===== src/rtl/sym_vn_lut_loader.sv =====
// Write-side loader for the VN LUT rank: streams bank0/bank1 entry pairs into pages
// 0..PAGE_NUM-1 of one offset region, leaving the other region free for readers.
module sym_vn_lut_loader #(
  parameter int QUAN_SIZE   = 4,
  parameter int PAGE_ADDR_W = 6,
  parameter int PAGE_NUM    = 64
) (
  input  logic                   write_clk,
  input  logic                   rstn,
  input  logic                   load_start,
  input  logic                   load_offset,
  input  logic                   load_abort,
  input  logic [QUAN_SIZE-1:0]   entry_bank0,
  input  logic [QUAN_SIZE-1:0]   entry_bank1,
  input  logic                   entry_valid,
  output logic                   entry_ready,
  output logic [QUAN_SIZE-1:0]   lut_in_bank0,
  output logic [QUAN_SIZE-1:0]   lut_in_bank1,
  output logic [PAGE_ADDR_W-1:0] page_write_addr,
  output logic                   write_addr_offset,
  output logic                   we,
  output logic                   busy,
  output logic                   load_done
);

  localparam int NUM_BANKS = 2;
  // One spare bit so the post-increment after the last page never aliases page 0.
  localparam int CNT_W = PAGE_ADDR_W + 1;
  localparam logic [CNT_W-1:0] LAST_PAGE = CNT_W'(PAGE_NUM - 1);

  typedef enum logic [1:0] {
    S_IDLE = 2'd0,
    S_LOAD = 2'd1,
    S_DONE = 2'd2
  } state_t;

  state_t                                 r_state;
  state_t                                 w_state_nxt;
  logic [CNT_W-1:0]                       r_cnt;
  logic [NUM_BANKS-1:0][QUAN_SIZE-1:0]    w_entry;
  logic [NUM_BANKS-1:0][QUAN_SIZE-1:0]    r_lut;
  logic [PAGE_ADDR_W-1:0]                 r_addr;
  logic                                   r_offset;
  logic                                   r_we;
  logic                                   w_ready;
  logic                                   w_accept;
  logic                                   w_last;
  logic                                   w_start;

  assign w_entry[0] = entry_bank0;
  assign w_entry[1] = entry_bank1;

  assign w_ready  = (r_state == S_LOAD) && !load_abort;
  assign w_accept = entry_valid && w_ready;
  assign w_last   = (r_cnt == LAST_PAGE);
  assign w_start  = (r_state == S_IDLE) && load_start;

  always_ff @(posedge write_clk) begin
    if (!rstn) r_state <= S_IDLE;
    else       r_state <= w_state_nxt;
  end

  // Abort outranks a pending final accept; ready is already low under abort anyway.
  always_comb begin
    w_state_nxt = r_state;
    case (r_state)
      S_IDLE: if (load_start) w_state_nxt = S_LOAD;
      S_LOAD: begin
        if (load_abort)             w_state_nxt = S_IDLE;
        else if (w_accept && w_last) w_state_nxt = S_DONE;
      end
      S_DONE:  w_state_nxt = S_IDLE;
      default: w_state_nxt = S_IDLE;
    endcase
  end

  always_ff @(posedge write_clk) begin
    if (!rstn) begin
      r_cnt    <= '0;
      r_addr   <= '0;
      r_offset <= 1'b0;
      r_we     <= 1'b0;
    end else begin
      r_we <= w_accept;
      if (w_start) begin
        r_offset <= load_offset;
        r_cnt    <= '0;
      end else if (w_accept) begin
        r_addr <= r_cnt[PAGE_ADDR_W-1:0];
        r_cnt  <= r_cnt + CNT_W'(1);
      end
    end
  end

  for (genvar b = 0; b < NUM_BANKS; b++) begin : g_bank
    always_ff @(posedge write_clk) begin
      if (!rstn)         r_lut[b] <= '0;
      else if (w_accept) r_lut[b] <= w_entry[b];
    end
  end

  assign entry_ready       = w_ready;
  assign lut_in_bank0      = r_lut[0];
  assign lut_in_bank1      = r_lut[1];
  assign page_write_addr   = r_addr;
  assign write_addr_offset = r_offset;
  assign we                = r_we;
  assign busy              = (r_state != S_IDLE);
  assign load_done         = (r_state == S_DONE);

endmodule

===== config.mk =====
export PLATFORM = sky130hd
export DESIGN_NAME = sym_vn_lut_loader
export DESIGN_NICKNAME = d
export VERILOG_FILES = /design/src/rtl/sym_vn_lut_loader.sv
export SDC_FILE = /design/constraint.sdc
export NUM_CORES = 1
export LEC_CHECK = 0
export ABC_CLOCK_PERIOD_IN_PS = 1550
export BUFFER_PORTS_ARGS = -buffer_cell sky130_fd_sc_hd__buf_2
export CORE_MARGIN = 2
export CORE_UTILIZATION = 30
export DETAILED_ROUTE_END_ITERATION = 8
export HOLD_SLACK_MARGIN = 0.12
export PLACE_DENSITY = 0.51
export SYNTH_ARGS = -nofsm -noshare
export SYNTH_HDL_FRONTEND = slang
export SYNTH_SLANG_ARGS = --single-unit

===== constraint.sdc =====
create_clock -name write_clk -period 1.55 [get_ports write_clk]
set_clock_uncertainty 0.15 [all_clocks]
set_input_delay 0.155 -clock write_clk [delete_from_list [all_inputs] [get_ports write_clk]]
set_output_delay 0.155 -clock write_clk [all_outputs]
set_load 0.01 [all_outputs]

==> results.md <==
* Outcome: completed
* Max-cap violation count at 0
* Post-CTS setup buffer count at 0
* Final hold violations at 0
* Final net count at 177
* Type of the worst setup path: flop to flop
* Clk_lat worst skew at between 0.3 and 0.4 ns
* Final Worst Setup Slack at 0.0482 ns
* Startpoint types: flop
* Total Die Area at 0.00388 mm^2
* Vias in the first global route at 878
* Global-route usage over all layers at 0.125
* Slew HR at 0.800
* CP max stage cell: dfxtp_2
* DRT Pass-1 Iters at 4
* Row count at 21
* Non-Filler Instances at about 210
* Detail Route Antenna Nets at 0
* Syn avg cell area at 8.86 um^2
* Via density at 4.49
* Drt drc at 0
* Slew @ Worst Pin at 0.297 ns
* Post-synthesis cell type count at 27
* Fmax at 0.666 GHz
* CP endpoint kind: flop
* Vias at between 900 and 1000
* R2r endpoint: r_cnt[3]$_SDFFE_PP0P_
* Synthesis-to-finish area growth at 39.8%
* Overall power at about 1.1 mW
* Post-route core utilization at 0.430
* Initial antenna violation count at 0
* Power per cell area at 739 mW/mm^2
* CP top delay family: simple AND/OR/NAND/NOR gates
* R2r startpoint: r_state[1]$_SDFFE_PN0P_
* Num CTS Buffers at 3
* Cells after synthesis at 115
* Hold crit path type: primary input to flop
* Initial cell density of the core at 0.308
* Die height at 62.3 um
* DP HPWL at 1630 um
* Final GP Congestion at 0.732
* Synthesized flop and latch total at 25
* Grt total ovfl at 0
* CTS tree: yes
* Net Count, Synth at 130
* Worst R2R Setup Slack at 0.05 ns
* Crit path depth at 4
* Diodes inserted at 0
* Yosys warnings at 0
* Slew Viols, Final at 0
* Crit share post-route at 0.969
* Post-Route WL at 2280 um
* CP Data Arrival Time at around 1.6 ns
* Synth top area share at 0.491
* Top cells by area, synth: dfxtp_1 49%, nand2_1 12%, a21boi_0 11%
* Worst Hold End: r_state[0]$_SDFFE_PN0P_
* # setup viols final at 0
* Clock Path Buffers at 2
* Register area share after synthesis at 0.491
* Req. time, crit path at 1.65 ns
* Largest net degree at the start of global routing at 20
* CP Max Fanout at 15
* CP max stage delay at 0.37 ns
* Tmin final at 1.50 ns
* WHS Path Cells at 4
* Largest area contributor in the netlist: dfxtp_1
* Top Ports at 33
* Pleak at 0.558 nW
* First-pass GRT wire length at 3950 um
* Post-Syn Area at 0.00102 mm^2
* Worst Hold Launch: load_abort
* Worst vdd ir at 0.316 mV
* Ys async rst share at 0
* Clock transition at the registers of the reported paths at between 0.1 and 0.15 ns
* Root buf cell: clkbuf_4
* Initial DRC Count at 21
* Die Wd at 62.3 um
* Core box area at 0.00331 mm^2
* Routed length per instance at approximately 11 um
* RSZ-0062 raised after global routing: true
* Crit path buffers/inverters at 1
* Clk sinks at 25
* Ys flop type: dfxtp_1
* Port buffer count at 32
* Crit-path cells: nand4bb_4, buf_4, or3_1, a21oi_1
* Placed cells at 193
* Reg2reg path depth at 4
* Share of cells above drive strength 1 at 0.335
* Post-Place Setup Slack at 0.0550 ns
* H-tree depth at 1
* Post-synth EDFFs at 0
* Post-CTS Hold Fix Bufs at 10
worst min-delay path, cell delays in order:
cell and delay, ns:
buf_2 0.12, nor3b_4 0.05, o41ai_1 0.06, a21boi_0 0.08
report_power, final:
| group | total (mW) | internal [mW] | switching, mW |
|---|---|---|---|
| Sequential | 0.659 | 0.652 | 0.00657 |
| Combinational | 0.108 | 0.0606 | 0.0475 |
| Clock | 0.286 | 0.100 | 0.185 |
layout make-up:
class | count | area [um^2]
Inverter | 2 | 7.51
Tap cell | 46 | 57.6
Timing Repair Buffer | 48 | 318
Fill cell | 337 | 1890
Sequential cell | 25 | 505
Multi-Input combinational cell | 82 | 509
Clock buffer | 4 | 26.3
cell usage in the layout (no fill, tap or decap), types with 2 or more instances in the layout:
cell type      netlist  final
dfxtp_2              0      4
or4_1                2      2
buf_4                1      5
a21boi_0            15     15
or3_1                3      3
o21ai_0              3      3
inv_1                2      2
clkbuf_4             0      3
buf_2                1     32
nand3_1              3      2
a21oi_2              0      2
nor2b_1              2      2
o31ai_1              2      2
dfxtp_1             25     21
a21oi_1              6      4
dlygate4sd3_1        0     10
nand2_1             33     32
sequential cells by signal, indices dropped and copies added, names as in the netlist:
| signal | cells |
|---|---|
| lut_in_bank0 | 4 |
| write_addr_offset | 1 |
| r_state | 2 |
| r_cnt | 7 |
| we | 1 |
| page_write_addr | 6 |
| lut_in_bank1 | 4 |
what timing repair did:
action	CTS	global route
resized for setup	1	9
endpoints found under the hold margin	19	2
setup endpoints to repair	1	6
synthesized netlist by cell type, types with 2 or more instances:
| library cell | number |
|---|---|
| nand2_1 | 33 |
| dfxtp_1 | 25 |
| o31ai_1 | 2 |
| nor2b_1 | 2 |
| or4_1 | 2 |
| nand3_1 | 3 |
| inv_1 | 2 |
| a21oi_1 | 6 |
| a21boi_0 | 15 |
| or3_1 | 3 |
| o21ai_0 | 3 |
| clkbuf_1 | 4 |
cell families after synthesis:
family / after synthesis / synth area share
adders and majority gates: 1 / 0.0123
DFF: 25 / 0.491
and+or+nand+nor: 52 / 0.265
xor gates and xnor gates: 1 / 0.00860
AOI/OAI and AO/OA: 27 / 0.178
muxes: 1 / 0.00983
buffers and inverters: 8 / 0.0344
metal layers:
metal | vias to the layer above | part of all wire | GRT usage
li1 | 485 | - | -
met1 | 423 | 0.46 | 0.164
met3 | 2 | 0.026 | 0.0163
met2 | 19 | 0.50 | 0.204
met5 | - | 0 | 0
met4 | 0 | 0.011 | 0.0583
metrics by stage:
step           setup TNS (ns)  hold WS [ns]  instance area (um^2)
3_5_place_dp                0         0.261                  1270
6_report                    0        0.0311                  1420
2_1_floorplan               0         0.150                  1020
4_1_cts                     0        0.0255                  1400
5_1_grt             -0.000297        0.0407                  1420
3_3_place_gp                0         0.254                  1270
worst max path at each step:
stage / slack (ns) / endpoint / startpoint
floorplan: 0.08 / r_cnt[6]$_SDFFE_PP0P_ / r_cnt[0]$_SDFFE_PP0P_
global placement: 0.09 / r_cnt[4]$_SDFFE_PP0P_ / r_state[0]$_SDFFE_PN0P_
detailed placement: 0.05 / r_cnt[6]$_SDFFE_PP0P_ / r_cnt[0]$_SDFFE_PP0P_
CTS: 0.009 / entry_ready / r_state[0]$_SDFFE_PN0P_
global route: -0.0003 / r_cnt[3]$_SDFFE_PP0P_ / r_state[1]$_SDFFE_PN0P_
finish: 0.05 / r_cnt[3]$_SDFFE_PP0P_ / r_state[1]$_SDFFE_PN0P_
(Power assumes the default switching activity.)
